### src/rtl/fpu_pkg.sv
// Shared FPU definitions: sequencer state encoding and default chunk geometry
// for the chunk-serial integer adder.
package fpu_pkg;

  typedef enum logic [1:0] {
    IDLE,
    RUN,
    DONE
  } adder_seq_state_t;

  localparam int CHUNK_DEF  = 8;
  localparam int CHUNKS_DEF = 4;

endpackage

### src/rtl/adder.sv
// Parameterized unsigned adder: SIZE-bit sum plus carry out of the MSB.
module adder #(
  parameter int SIZE = 9
) (
  input  logic [SIZE-1:0] a,
  input  logic [SIZE-1:0] b,
  output logic [SIZE-1:0] sum,
  output logic            carry
);

  assign {carry, sum} = a + b;

endmodule

### src/rtl/adder_rr_sequencer.sv
// Two-requester round-robin front end that runs each WIDTH-bit add through
// one shared CHUNK-bit adder, LSB chunk first, with a registered ripple carry.
module adder_rr_sequencer
  import fpu_pkg::*;
#(
  parameter int CHUNK  = CHUNK_DEF,
  parameter int CHUNKS = CHUNKS_DEF
) (
  input  logic                    clk,
  input  logic                    reset,
  input  logic [1:0]              req_valid,
  output logic [1:0]              req_ready,
  input  logic [CHUNK*CHUNKS-1:0] a0,
  input  logic [CHUNK*CHUNKS-1:0] b0,
  input  logic [CHUNK*CHUNKS-1:0] a1,
  input  logic [CHUNK*CHUNKS-1:0] b1,
  output logic                    res_valid,
  input  logic                    res_ready,
  output logic [CHUNK*CHUNKS-1:0] res_sum,
  output logic                    res_carry,
  output logic                    res_id
);

  localparam int WIDTH = CHUNK * CHUNKS;
  localparam int CNT_W = (CHUNKS > 1) ? $clog2(CHUNKS) : 1;
  localparam logic [CNT_W-1:0] LAST = CNT_W'(CHUNKS - 1);

  adder_seq_state_t state, state_nxt;
  logic [CNT_W-1:0] cnt;
  logic             carry_reg;
  logic             last_grant;
  logic [WIDTH-1:0] op_a, op_b;
  logic [1:0]       grant;
  logic             accept;
  logic             gid;
  logic [CHUNK-1:0] a_chunk, b_chunk;
  logic [CHUNK:0]   add_sum;
  logic             add_carry;

  assign a_chunk = op_a[cnt*CHUNK +: CHUNK];
  assign b_chunk = op_b[cnt*CHUNK +: CHUNK];

  // Forcing the LSB of A to 1 turns the registered carry into a real carry-in:
  // bit 0 of the sum is discarded and bits [CHUNK:1] are a + b + carry_reg.
  adder #(.SIZE(CHUNK + 1)) u_adder (
    .a     ({a_chunk, 1'b1}),
    .b     ({b_chunk, carry_reg}),
    .sum   (add_sum),
    .carry (add_carry)
  );

  always_comb begin
    state_nxt = state;
    grant     = 2'b00;
    case (state)
      IDLE: begin
        case (req_valid)
          2'b01:   grant = 2'b01;
          2'b10:   grant = 2'b10;
          2'b11:   grant = last_grant ? 2'b01 : 2'b10;
          default: grant = 2'b00;
        endcase
        if (|grant) state_nxt = RUN;
      end
      RUN:     if (cnt == LAST) state_nxt = DONE;
      DONE:    if (res_ready) state_nxt = IDLE;
      default: state_nxt = IDLE;
    endcase
  end

  assign req_ready = grant;
  assign accept    = |grant;
  assign gid       = grant[1];

  always_ff @(posedge clk) begin
    if (reset) begin
      state      <= IDLE;
      res_valid  <= 1'b0;
      res_sum    <= '0;
      res_carry  <= 1'b0;
      res_id     <= 1'b0;
      cnt        <= '0;
      carry_reg  <= 1'b0;
      last_grant <= 1'b1;
    end else begin
      state <= state_nxt;
      case (state)
        IDLE: begin
          if (accept) begin
            res_id     <= gid;
            last_grant <= gid;
            carry_reg  <= 1'b0;
            cnt        <= '0;
          end
        end
        RUN: begin
          res_sum[cnt*CHUNK +: CHUNK] <= add_sum[CHUNK:1];
          carry_reg <= add_carry;
          cnt       <= cnt + 1'b1;
          if (cnt == LAST) begin
            res_carry <= add_carry;
            res_valid <= 1'b1;
          end
        end
        DONE: if (res_ready) res_valid <= 1'b0;
        default: ;
      endcase
    end
  end

  // Operand capture is pure data and needs no reset.
  always_ff @(posedge clk) begin
    if (state == IDLE && accept) begin
      op_a <= gid ? a1 : a0;
      op_b <= gid ? b1 : b0;
    end
  end

endmodule

### config.mk
export PLATFORM = sky130hd
export DESIGN_NAME = adder_rr_sequencer
export DESIGN_NICKNAME = d
export VERILOG_FILES = /design/src/rtl/fpu_pkg.sv /design/src/rtl/adder.sv /design/src/rtl/adder_rr_sequencer.sv
export SDC_FILE = /design/constraint.sdc
export NUM_CORES = 1
export LEC_CHECK = 0
export ABC_AREA = 0
export BUFFER_PORTS_ARGS = -buffer_cell sky130_fd_sc_hd__clkbuf_2
export CAP_MARGIN = 20
export CORE_ASPECT_RATIO = 0.9
export CORE_MARGIN = 2
export CORE_UTILIZATION = 43
export DETAILED_ROUTE_END_ITERATION = 7
export PLACE_DENSITY = 0.7
export SLEW_MARGIN = 30
export SYNTH_ARGS = -nofsm -noshare
export SYNTH_HDL_FRONTEND = slang
export SYNTH_HIERARCHICAL = 1
export SYNTH_SLANG_ARGS = --single-unit
export TNS_END_PERCENT = 30
### constraint.sdc
create_clock -name clk -period 5.2 [get_ports clk]
set_clock_uncertainty 0.1 [all_clocks]
set_input_delay 0.52 -clock clk [delete_from_list [all_inputs] [get_ports clk]]
set_output_delay 0.52 -clock clk [all_outputs]
set_load 0.005 [all_outputs]
==> results of run 1 <==
## cell families after synthesis
logic type      count (synthesis)  synth area share [%]
xor+xnor                        7                  1.17
flops                         105                  52.5
buf+inv                        30                  3.02
simple gates                   79                  8.77
other cells                     1                0.0718
compound gates                 61                  7.79
mux                            80                  22.7
fa+ha+maj                      16                  3.98
## per-layer routing
metal,global-route usage (%),wire (µm)
met4,4.45,61
met5,0,0
met2,31.9,5730
met1,22.8,4730
met3,3.53,740
## worst reg2reg max path, delay by kind of cell (launching register included)
kind,cells,cell delay (ns)
multiplexers,1,0.38
XOR/XNOR,1,0.36
adder cells (fa/ha/maj),1,0.48
AND/OR/NAND/NOR,2,0.26
buffers and inverters,1,0.06
AO/OA/AOI/OAI,3,0.51
flip-flops,1,0.93
## layout by cell type, fill, tap and decap left out, types with 2 or more instances in the layout
cell type | synthesis | routed
inv_1 | 8 | 8
nor3_1 | 2 | 2
a22o_1 | 8 | 8
and2b_1 | 2 | 2
o21ai_0 | 5 | 5
nand2b_1 | 2 | 2
buf_4 | 1 | 2
a21oi_1 | 27 | 27
dfxtp_1 | 41 | 40
a32oi_1 | 8 | 8
edfxtp_1 | 64 | 64
nand3b_1 | 6 | 6
clkbuf_16 | 0 | 9
nor4b_4 | 2 | 2
a21o_1 | 2 | 2
and3b_1 | 2 | 2
xor2_1 | 4 | 4
xnor2_1 | 3 | 3
nor2_1 | 13 | 12
clkinv_4 | 0 | 4
o21a_1 | 2 | 2
clkbuf_2 | 0 | 169
mux4_2 | 16 | 16
nand3_1 | 18 | 17
mux2_2 | 37 | 37
mux2_4 | 27 | 27
ha_1 | 15 | 15
clkinv_1 | 0 | 2
nand2_1 | 25 | 25
o211ai_1 | 3 | 3
## power breakdown
group	total, mW	internal, mW	switching [mW]	leakage, nW
combinational	0.414	0.197	0.217	1.65
sequential	0.978	0.948	0.0298	0.951
clock	0.623	0.328	0.295	0.137
## final cells by class
type | count | area share (%)
inverters | 8 | 0.463
clock inverters | 7 | 0.830
flip-flops and latches | 105 | 42.3
well taps | 160 | 3.09
clock buffers | 9 | 3.47
repair buffers | 172 | 13.7
multi-input cells | 244 | 36.1
## worst max-delay path by stage
stage | from | to | slack (ns) | cells after the start
after detailed placement | cnt[1] | res_sum[23] | 2.05 | 9
after floorplan | state[0] | op_a[0] | 1.00 | 4
after global placement | cnt[1] | res_sum[31] | 2.15 | 9
after CTS | cnt[1] | res_sum[23] | 2.03 | 9
final | cnt[1] | res_sum[31] | 2.03 | 9
after global routing | cnt[0] | res_sum[20] | 1.76 | 8
==> flow_summary.ini, run 1 <==
[yosys]
async_flop_share_pct = 0
synth_top_cell_by_area = edfxtp_1
synth_edf_count = 64
synth_seq_cells = 105
synthDistinctLibCells = 45
synth_area_leaders = edfxtp_1 (37%), dfxtp_1 (16%), mux2_2 (8.0%)
netlist_top_cells_count = edfxtp_1 (64), dfxtp_1 (41), mux2_2 (37), a21oi_1 (27), mux2_4 (27)
synthCells = 379
synth.most_common_cell = edfxtp_1
synthFlopType = edfxtp_1
synth_area_mm2 = 0.00522
avgSynthCellArea_um2 = 13.8
syn_nets = 528
yosys_warnings = 6
ys_seq_area_share_pct = 52.5
synth_top_area_share_pct = 36.8

[sta]
relSlewSlack_pct = 38.5
finalHoldWorstSlack_ns = 0.355
tightest_slew_ns = 0.921
finalCritPeriodShare_pct = 61.0
drv_slew = 0
setup_viol = 0
finalCriticalPeriod_ns = 3.17
hold_violations = 0
setup_slack_ns = 2.03
fin_setup_tns_ns = 0
max_freq_mhz = 315
rsz0062_at_grt = no

[critical_path]
cp-start-kind = flop
worstPathCellList = mux4_2 -> inv_1 -> fa_1 -> nor2b_4 -> o2111ai_1 -> a31oi_1 -> xor2_1 -> nand3_1 -> a21oi_1
worst_ep_required_time_ns = 5.35
r2r_cells = 9
arrival_ns = 3.32
cpLargestDelayFamily = flip-flops
crit_buf_inv = 1
worstPathMaxFanout = 21
r2r_start = cnt[1]
rr_endpoint = res_sum[31]
worst_setup_path_end_kind = flop
slowest_delay_ns = 0.93
slowest_stage = dfxtp_1
critPathKind = reg2reg
ff2ff_setup_slack_ns = 2.03

[clocking]
numCtsBuffers = 9
cts_resized = 0
cts_max_level = 3
clkSlewWorstSetupHoldPaths_ns = 0.07
cts_tree = done
clockRootBuffer = clkbuf_16
cts_buffer_depth = 2
post_cts_buffers = 0
ctsHoldBuffers = 0
numClockSinks = 105
worstSkewPairLatency_ns = 0.34

[finish]
drive_above_1_share_pct = 51.0
area.growth.synth_to_final_pct = 24.2
seq_area_mm2 = 0.00274
final_cells = 705
post-route-util_pct = 54.3
nFillCells = 1010
largestRegisters = op_a x32, op_b x32, res_sum x32
design_area_mm2 = 0.00648
n_antenna_cell = 0
fin_nets = 689
multi_input_area_mm2 = 0.00234

[drt]
ant_nets = 0
vias_per_cell = 5.17
wirelength_mm = 11.3
dr.pass1.iters = 5
first_iter_violations = 221
drc = 0
wl_per_cell_um = 16.0
vias = 3644

[floorplanning]
dieArea_mm2 = 0.0130
die_w_um = 120
core-area_mm2 = 0.0119
die_y_um = 109
ios = 170
rows = 38
start_util_pct = 43.7

[worst_hold_path]
hold_path_class = reg2reg
hold_path.startpoint = res_sum[25]
hold_depth = 2
hold_path_end = res_sum[25]

[placement]
numPortBuffers = 169
placedCellCount = 689
dp_hpwl_mm = 8.63
pre_cts_ws_ns = 2.05
gp_congestion = 0.823
placed_area_mm2 = 0.00620

[grt]
grt_max_degree = 51
antenna_found_initial = 0
track_usage_pct = 18.0
grt-ovfl-total = 0
grt_pass1_vias = 3666
grt_pass1_wl_mm = 18.1

[pwr]
peakVddDrop_uv = 168
p_per_area_mw_per_mm2 = 311
power.total_mw = 2.02
leakage_nw = 2.73

[job]
drv_cap = 0

[status]
status = finished, final reports clean
Power figures use the tool's default switching activity.
==> run 2: changes to the inputs <==
PLACE_DENSITY = 0.73   (was 0.7)
clock period = 2.5 ns   (was 5.2 ns; I/O delays follow)
==> run 2 against run 1 <==
Effect of this change: the run now ends with negative setup slack left; highest routed layer unchanged; non-clock buffer count rose by 27; combinational power rose to 2.9 times the previous value; die area unchanged; wire length up 10%; flip-flop and latch count unchanged; count of clock-buffer cells in the layout stayed put; setup slack worse by 2.1 ns.
==> flow_summary.ini, run 2 (synthesis results as in run 1) <==
[sta]
hold_violations = 0
setup_viol = 25
rsz0062_at_grt = yes
max_freq_mhz = 382
finalHoldWorstSlack_ns = 0.0873
finalCriticalPeriod_ns = 2.62
finalCritPeriodShare_pct = 105
setup_slack_ns = -0.119
tightest_slew_ns = 0.676
drv_slew = 0
fin_setup_tns_ns = -1.24
relSlewSlack_pct = 54.9

[grt]
track_usage_pct = 20.1
grt_pass1_vias = 3979
grt_pass1_wl_mm = 20.0
grt_max_degree = 65
grt-ovfl-total = 0
antenna_found_initial = 0

[critical_path]
worstPathMaxFanout = 5
critPathKind = reg2reg
worst_setup_path_end_kind = flop
worst_ep_required_time_ns = 2.64
r2r_cells = 9
cp-start-kind = flop
cpLargestDelayFamily = compound AO/OA/AOI/OAI gates
cp.depth = 9
slowest_delay_ns = 0.53
arrival_ns = 2.76
slowest_stage = mux4_2
worstPathCellList = buf_6 -> mux4_2 -> ha_1 -> a21o_1 -> a21oi_4 -> o21ai_2 -> xor2_2 -> buf_4 -> a22o_1
crit_buf_inv = 2

[floorplanning]
die_y_um = 109
die_w_um = 120
ios = 170
rows = 38
dieArea_mm2 = 0.0130
start_util_pct = 43.7
core-area_mm2 = 0.0119

[clocking]
clkSlewWorstSetupHoldPaths_ns = 0.08
ctsHoldBuffers = 0
cts_buffer_depth = 2
cts_tree = done
numClockSinks = 105
clockRootBuffer = clkbuf_16
worstSkewPairLatency_ns = 0.35
numCtsBuffers = 9
cts_max_level = 3

[finish]
seq_area_mm2 = 0.00275
n_antenna_cell = 0
drive_above_1_share_pct = 57.7
final_common_cell = clkbuf_2
design_area_mm2 = 0.00692
nFillCells = 932
multi_input_area_mm2 = 0.00250
layout_common_cells = clkbuf_2 (169), edfxtp_1 (64), dfxtp_1 (40)
largestRegisters = op_a x32, op_b x32, res_sum x32
fin_nets = 716
area.growth.synth_to_final_pct = 32.6

[pwr]
leakage_nw = 2.92
peakVddDrop_uv = 411
p_per_area_mw_per_mm2 = 661
power.total_mw = 4.57

[worst_hold_path]
hold_path_class = in2reg
hold_depth = 4

[drt]
vias_per_cell = 5.20
drc = 0
ant_nets = 0
wirelength_mm = 12.4
first_iter_violations = 257
vias = 3810
dr.pass1.iters = 4
wl_per_cell_um = 17.0

[status]
status = finished, violations left
violations = negative setup slack

[placement]
dp_hpwl_mm = 9.36
numPortBuffers = 169
placed_area_mm2 = 0.00637
gp_congestion = 0.910
pre_cts_ws_ns = -0.278

[job]
drv_cap = 0
run 2: layout make-up:
cell class | instances | area share (%)
sequential | 105 | 39.7
multi-input combinational | 244 | 36.2
timing repair buffer | 199 | 16.6
clock buffer | 9 | 3.25
tap | 160 | 2.89
clock inverter | 7 | 0.994
inverter | 8 | 0.434
run 2: final timing paths:
path | start | endpoint | slack [ns]
min | res_ready | res_valid | 0.09
max | cnt[0] | res_sum[12] | -0.12
min reg2reg | res_sum[24] | res_sum[24] | 0.36
max reg2reg | cnt[0] | res_sum[12] | -0.12
run 2: metrics by stage:
step / std cells / util, %
after floorplan: 379 / -
after global placement: 708 / 53.4
after detailed placement: 708 / 53.4
after CTS: 731 / 57.6
after global routing: 732 / 58.0
final: 732 / 58.0
run 2: worst min-delay path, delay by kind of cell:
family / cells / cell delay [ns]
simple gates: 2 / 0.10
compound gates: 1 / 0.05
buf+inv: 1 / 0.09
run 2: per-layer routing:
layer	GRT usage, %	share of wire (%)
met5	0	0
met4	5.46	1.7
met3	4.96	6.1
met2	35.8	51
met1	24.5	41
run 2: report_power, final:
group,internal (mW),switching (mW),total (mW)
Sequential,1.97,0.0463,2.02
Combinational,0.610,0.581,1.19
Clock,0.705,0.661,1.37
Total,3.29,1.29,4.57
run 2: repair_timing:
| action | CTS | global route |
|---|---|---|
| cloned | 1 | 0 |
| buffers inserted | 6 | 1 |
| endpoints found under the setup margin | 26 | 26 |
| resized for setup | 23 | 10 |
| pin swaps | 19 | 18 |
